File: src/rtl/ahb_lite_txn_monitor.sv
// Passive AHB-Lite observer: pairs each accepted address phase with its data phase,
// queues one record per completed transfer and raises sticky protocol-violation flags.
module ahb_lite_txn_monitor #(
    parameter int FIFO_DEPTH = 4,
    parameter int CNT_W      = 16
) (
    input  logic             HCLK,
    input  logic             HRESET,
    input  logic [1:0]       HSEL,
    input  logic [31:0]      HADDR,
    input  logic [1:0]       HTRANS,
    input  logic             HWRITE,
    input  logic [2:0]       HSIZE,
    input  logic [2:0]       HBURST,
    input  logic [3:0]       HPROT,
    input  logic [31:0]      HWDATA,
    input  logic [31:0]      HRDATA,
    input  logic             HREADY,
    input  logic             HRESP,
    input  logic             clr_flags,
    input  logic             txn_ready,
    output logic             txn_valid,
    output logic [31:0]      txn_addr,
    output logic             txn_write,
    output logic [2:0]       txn_size,
    output logic [2:0]       txn_burst,
    output logic [3:0]       txn_prot,
    output logic [31:0]      txn_data,
    output logic             txn_resp,
    output logic [CNT_W-1:0] txn_count,
    output logic             err_ovf,
    output logic             err_resp,
    output logic             err_seq,
    output logic             err_size
);
    // state    | meaning
    // S_CLOSED | no burst in progress; any SEQ beat is a violation
    // S_OPEN   | NONSEQ accepted; SEQ beats checked against the previous beat

    localparam int PTR_W = (FIFO_DEPTH > 2) ? $clog2(FIFO_DEPTH) : 1;
    localparam logic [PTR_W:0] DEPTH_V = (PTR_W+1)'(FIFO_DEPTH);

    typedef struct packed {
        logic [31:0] addr;
        logic        write;
        logic [2:0]  size;
        logic [2:0]  burst;
        logic [3:0]  prot;
        logic [31:0] data;
        logic        resp;
    } rec_t;

    typedef enum logic {S_CLOSED = 1'b0, S_OPEN = 1'b1} burst_state_t;

    burst_state_t     state, state_nxt;
    logic             burst_open, seq_bad;
    logic             accept, complete, is_nonseq, is_seq, idle_close, is_wrap;
    logic [31:0]      next_addr;

    logic             pend_valid;
    logic [31:0]      pend_addr;
    logic             pend_write;
    logic [2:0]       pend_size;
    logic [2:0]       pend_burst;
    logic [3:0]       pend_prot;
    logic [31:0]      last_addr;
    logic [2:0]       last_size;
    logic             err_wait_q;

    rec_t             mem [FIFO_DEPTH];
    rec_t             rec_in, head;
    logic [PTR_W-1:0] wr_ptr, rd_ptr;
    logic [PTR_W:0]   used;
    logic             full, pop, push_ok, drop;

    assign accept     = HREADY & (HSEL != 2'b00) & HTRANS[1];
    assign complete   = HREADY & pend_valid;
    assign is_nonseq  = accept & ~HTRANS[0];
    assign is_seq     = accept & HTRANS[0];
    assign idle_close = HREADY & (HTRANS == 2'b00);
    assign is_wrap    = (HBURST == 3'd2) | (HBURST == 3'd4) | (HBURST == 3'd6);
    assign next_addr  = last_addr + (32'd1 << last_size);

    always_ff @(posedge HCLK) begin
        if (HRESET) state <= S_CLOSED;
        else        state <= state_nxt;
    end

    always_comb begin
        state_nxt = state;
        case (state)
            S_CLOSED: if (is_nonseq)  state_nxt = S_OPEN;
            S_OPEN:   if (idle_close) state_nxt = S_CLOSED;
            default:                  state_nxt = S_CLOSED;
        endcase
    end

    // WRAP bursts wrap at a boundary, so only incrementing bursts get the address check
    always_comb begin
        burst_open = (state == S_OPEN);
        seq_bad    = is_seq & (~burst_open | (~is_wrap & (HADDR != next_addr)));
    end

    always_ff @(posedge HCLK) begin
        if (HRESET) begin
            pend_valid <= 1'b0;
            pend_addr  <= '0;
            pend_write <= 1'b0;
            pend_size  <= '0;
            pend_burst <= '0;
            pend_prot  <= '0;
            last_addr  <= '0;
            last_size  <= '0;
            err_wait_q <= 1'b0;
        end else begin
            err_wait_q <= HRESP & ~HREADY;
            if (accept) begin
                pend_valid <= 1'b1;
                pend_addr  <= HADDR;
                pend_write <= HWRITE;
                pend_size  <= HSIZE;
                pend_burst <= HBURST;
                pend_prot  <= HPROT;
                last_addr  <= HADDR;
                last_size  <= HSIZE;
            end else if (complete) begin
                pend_valid <= 1'b0;
            end
        end
    end

    always_comb begin
        rec_in       = '0;
        rec_in.addr  = pend_addr;
        rec_in.write = pend_write;
        rec_in.size  = pend_size;
        rec_in.burst = pend_burst;
        rec_in.prot  = pend_prot;
        rec_in.data  = pend_write ? HWDATA : HRDATA;
        rec_in.resp  = HRESP;
    end

    assign full    = (used == DEPTH_V);
    assign pop     = txn_valid & txn_ready;
    assign push_ok = complete & (~full | pop);
    assign drop    = complete & full & ~pop;

    always_ff @(posedge HCLK) begin
        if (push_ok) mem[wr_ptr] <= rec_in;
    end

    always_ff @(posedge HCLK) begin
        if (HRESET) begin
            wr_ptr    <= '0;
            rd_ptr    <= '0;
            used      <= '0;
            txn_count <= '0;
        end else begin
            if (push_ok) begin
                wr_ptr    <= wr_ptr + PTR_W'(1);
                txn_count <= txn_count + CNT_W'(1);
            end
            if (pop) rd_ptr <= rd_ptr + PTR_W'(1);
            case ({push_ok, pop})
                2'b10:   used <= used + (PTR_W+1)'(1);
                2'b01:   used <= used - (PTR_W+1)'(1);
                default: used <= used;
            endcase
        end
    end

    // A new violation in the same cycle as clr_flags wins over the clear
    always_ff @(posedge HCLK) begin
        if (HRESET) begin
            err_ovf  <= 1'b0;
            err_resp <= 1'b0;
            err_seq  <= 1'b0;
            err_size <= 1'b0;
        end else begin
            if (drop)                                err_ovf  <= 1'b1;
            else if (clr_flags)                      err_ovf  <= 1'b0;
            if (complete & HRESP & ~err_wait_q)      err_resp <= 1'b1;
            else if (clr_flags)                      err_resp <= 1'b0;
            if (seq_bad)                             err_seq  <= 1'b1;
            else if (clr_flags)                      err_seq  <= 1'b0;
            if (accept & (HSIZE > 3'd2))             err_size <= 1'b1;
            else if (clr_flags)                      err_size <= 1'b0;
        end
    end

    assign head      = mem[rd_ptr];
    assign txn_valid = (used != '0);
    assign txn_addr  = txn_valid ? head.addr  : 32'd0;
    assign txn_write = txn_valid ? head.write : 1'b0;
    assign txn_size  = txn_valid ? head.size  : 3'd0;
    assign txn_burst = txn_valid ? head.burst : 3'd0;
    assign txn_prot  = txn_valid ? head.prot  : 4'd0;
    assign txn_data  = txn_valid ? head.data  : 32'd0;
    assign txn_resp  = txn_valid ? head.resp  : 1'b0;

endmodule

File: config.mk
export PLATFORM = sky130hd
export DESIGN_NAME = ahb_lite_txn_monitor
export DESIGN_NICKNAME = d
export VERILOG_FILES = /design/src/rtl/ahb_lite_txn_monitor.sv
export SDC_FILE = /design/constraint.sdc
export NUM_CORES = 1
export LEC_CHECK = 0
export CAP_MARGIN = 20
export CORE_ASPECT_RATIO = 1.2
export CORE_MARGIN = 1
export CORE_UTILIZATION = 59
export CTS_CLUSTER_SIZE = 16
export DETAILED_ROUTE_END_ITERATION = 10
export PLACE_DENSITY = 0.85
export SLEW_MARGIN = 10
export SYNTH_ARGS = -nofsm -noshare
export SYNTH_HDL_FRONTEND = slang
export SYNTH_SLANG_ARGS = --single-unit
File: constraint.sdc
create_clock -name HCLK -period 7.7 [get_ports HCLK]
set_clock_uncertainty 0.15 [all_clocks]
set_input_delay 1.155 -clock HCLK [delete_from_list [all_inputs] [get_ports HCLK]]
set_output_delay 1.155 -clock HCLK [all_outputs]
set_load 0.05 [all_outputs]
==> results by group <==
Run status
  – Status: finished clean

Logic synthesis
  – Ys async rst share: 0%
  – XOR/XNOR Fraction of Synth Area: under 10%
  – Post-synth EDFFs: about 300
  – Largest family of logic cells by synthesized area: multiplexers
  – Synthesized area: about 16000 sq um
  – Post-synthesis compound-gate area fraction: around 4%
  – Simple-gate share of the synthesized area: between 10% and 20%
  – Number of library cell types mapped by synthesis: 67
  – Post-Synth Adder-Cell Area: under 10%
  – Synth Warn #: 0
  – Most common flop cell mapped by yosys: edfxtp_1
  – Synth Net Count: 1200
  – Mux contribution to synthesized area: a little over an eighth
  – Yosys reg bits: 379
  – Synthesized instance count: 1068
  – Post-synthesis sequential area ratio: 65.91%
  – Syn Area/Cell: roughly 15 sq um

Detailed routing
  – Routed vias: a little under 10000
  – Avg Vias per Cell: approximately 6.0
  – Iteration-0 DRC Markers: between 600 and 700
  – Met2 Routed Length: approximately 19 mm
  – Final wirelength: ~36 mm
  – Max Used Layer: met4
  – DR pass1 iterations: 5
  – Remaining DRCs: 0
  – Met3 wire len: between 2 and 2.5 mm
  – Antenna-violating nets left: 0
  – Routed len/inst: between 20 and 25 microns
  – M1 WL: 14.07 mm

Place
  – Pre-CTS WS: slightly above 3000 ps
  – Routability cong.: between 0.8 and 0.9
  – Post-DP HPWL: about 22 mm
  – Placed cell count: 1571
  – Port bufs: between 200 and 250
  – Placed Area: 18550 sq um

Layout
  – Ant. Diodes: 0
  – Final std cells w/o fill: 1640
  – Share of cells above drive strength 1: about 16%
  – FILL cells: about 1700
  – Area grow syn2layout: 22.84%
  – Final net count: between 1000 and 1500
  – Final Cell Area: between 15000 and 20000 sq um
  – Finished Core Util: ~74%

Job
  – Maxcap violations: 0

Power and ir drop
  – Lkg Pwr: 6.425 nW
  – PwrDens: 239.7 nW/um^2
  – Tot Pwr: roughly 4.7 mW
  – Maximum VDD drop: approximately 180 uV

Clock network
  – Worst-path clk slew: 60 ps
  – Setup bufs post-CTS: 0
  – CTS tree: built
  – Cts bufs inserted: 37
  – Hold_buf cts: 0
  – Worst-case clock buffer depth: 3
  – H-tree levels: 2
  – Root Driver: clkbuf_16
  – Post-cts resize count: 0
  – Worst skew pair latency: just over 500 ps
  – Sink Count: about 380

Timing
  – RSZ-0062 raised after global routing: no
  – Slew margin rel.: 34.74%
  – Fin crit share: 66.02%
  – Fmax achieved: approximately 200 MHz
  – Setup TNS: 0 ps
  – Hold Fails Final Rpt: 0
  – Final hold slack: about 340 ps
  – Post-layout min period: between 5000 and 6000 ps
  – PnR worst setup slack: approximately 2600 ps
  – Worst slew pin tran: 978.9 ps
  – Finish-stage setup viols: 0
  – Max-slew violation count: 0

GRT
  – First-pass GRT wire length: about 56 mm
  – GRT Total Usage: a little over a quarter
  – Vias in the first global route: approximately 10000
  – Initial antenna violation count: 0
  – Remaining Overflow, GRT: 0
  – Largest net degree at the start of global routing: 77

Setup path
  – CP max stage cell: dfxtp_4
  – Crit path kind: flip-flop to output port
  – Type of origin of the critical path: flip-flop
  – Crit-path cells: buf_4 > mux4_2 > and2_1 > clkdlybuf4s50_1
  – Worst EP required: 6390 ps
  – Arrival time at the worst endpoint: between 3000 and 4000 ps
  – Worst-path fanout max: between 40 and 50
  – WP buf/inv: 2
  – CP Capture Type: output port
  – Critical path's top delay family: buffers and inverters
  – CP peak stage delay: between 900 and 1000 ps

Die
  – Chip Height: 183.1 microns
  – Die W: 152.9 microns
  – Total die area: approximately 28000 sq um
  – # rows: 65
  – Starting Density: between 60% and 70%
  – Core ar.: between 20000 and 30000 sq um
  – # IOs: ~210

Hold path
  – Hold/Removal Path Class: flip-flop to flip-flop
cells in the final DEF, fill, tap and decap left out, drive strengths merged, types with 17 or more instances in the layout:
| cell | netlist | final |
|---|---|---|
| clkbuf | 38 | 49 |
| xnor2 | 41 | 41 |
| mux4 | 76 | 76 |
| clkdlybuf4s50 | 0 | 212 |
| xor2 | 20 | 20 |
| nor2 | 47 | 47 |
| nand3 | 18 | 18 |
| dfxtp | 75 | 75 |
| and2 | 81 | 81 |
| nand2 | 111 | 111 |
| mux2 | 33 | 33 |
| inv | 15 | 17 |
| a21oi | 60 | 60 |
| edfxtp | 304 | 304 |
cell usage after synthesis (all sizes together), types with 2 or more instances:
cell,count,area [sq um]
edfxtp,304,9129
nand2,111,421.7
and2,81,506.7
mux4,76,1712
dfxtp,75,1501
a21oi,60,304.0
nor2,47,176.4
xnor2,41,359.1
clkbuf,38,143.9
mux2,33,371.6
xor2,20,175.2
nand3,18,90.09
buf,16,72.57
inv,15,56.30
ha,13,162.7
nor3,13,70.07
nand4,12,102.6
o21ai,11,55.05
nor4,8,71.32
nand2b,6,37.54
nor3b,6,45.04
or3,6,37.54
a31oi,5,31.28
and3,4,25.02
nor2b,4,25.02
o211ai,4,40.03
and4,3,26.28
mux2i,3,30.03
a2111oi,2,36.29
a211oi,2,15.01
a31o,2,17.52
a32oi,2,17.52
and3b,2,17.52
fa,2,40.04
nor4b,2,23.77
o21a,2,15.01
o221ai,2,23.77
logic make-up after synthesis:
group,Yosys count
DFF,379
and+or+nand+nor,329
muxes,112
AOI/OAI and AO/OA,103
buffers and inverters,69
xor gates and xnor gates,61
adders and majority gates,15
where the power goes:
part	switching, mW	total [mW]	internal, mW
clock	0.754	1.82	1.06
combinational	0.367	0.645	0.278
sequential	0.0525	2.29	2.23
total	1.17	4.75	3.58
area by class of cell:
cell class              instances  area, sq um  share of cell area, %
multi-input cells             620         5236                  26.43
clock buffers                  49         1085                  5.476
flip-flops and latches        379        10640                  53.70
clock inverters                19        153.9                 0.7768
well taps                     335        419.2                  2.116
repair buffers                223         2222                  11.22
inverters                      15        56.30                 0.2842
worst reg2reg max path, cell delays in order (launching register included):
cell      delay [ps]
dfxtp_1          590
nor3b_1          440
ha_1             330
a211oi_1         360
o211ai_2         160
a31o_2           330
nand4_1          130
mux2_2           350
nor4_2           270
a31oi_1          120
state kept, by name, summed over array words and instances (netlist names), named ones only:
name / flops
pend_burst: 3
err_size: 1
rd_ptr: 2
err_wait_q: 1
err_ovf: 1
pend_valid: 1
last_addr: 32
err_seq: 1
pend_write: 1
used: 3
last_size: 3
err_resp: 1
mem: 304
pend_prot: 4
txn_count: 16
burst_open: 1
wr_ptr: 2
worst paths after layout:
kind,cells after the start,end,slack [ps],startpoint
setup / recovery,4,txn_addr[30],2620,flip-flop
hold / removal,2,err_resp,340,err_resp
setup reg to reg,9,err_seq,4340,last_size[0]
hold reg to reg,2,err_resp,340,err_resp
layer usage:
layer  vias to the layer above  GRT usage [%]
met5                         -              0
met4                         0          7.354
met3                        56          3.426
met2                       429          47.52
met1                      4931          33.89
li1                       4439              -
Power figures use the tool's default switching activity.
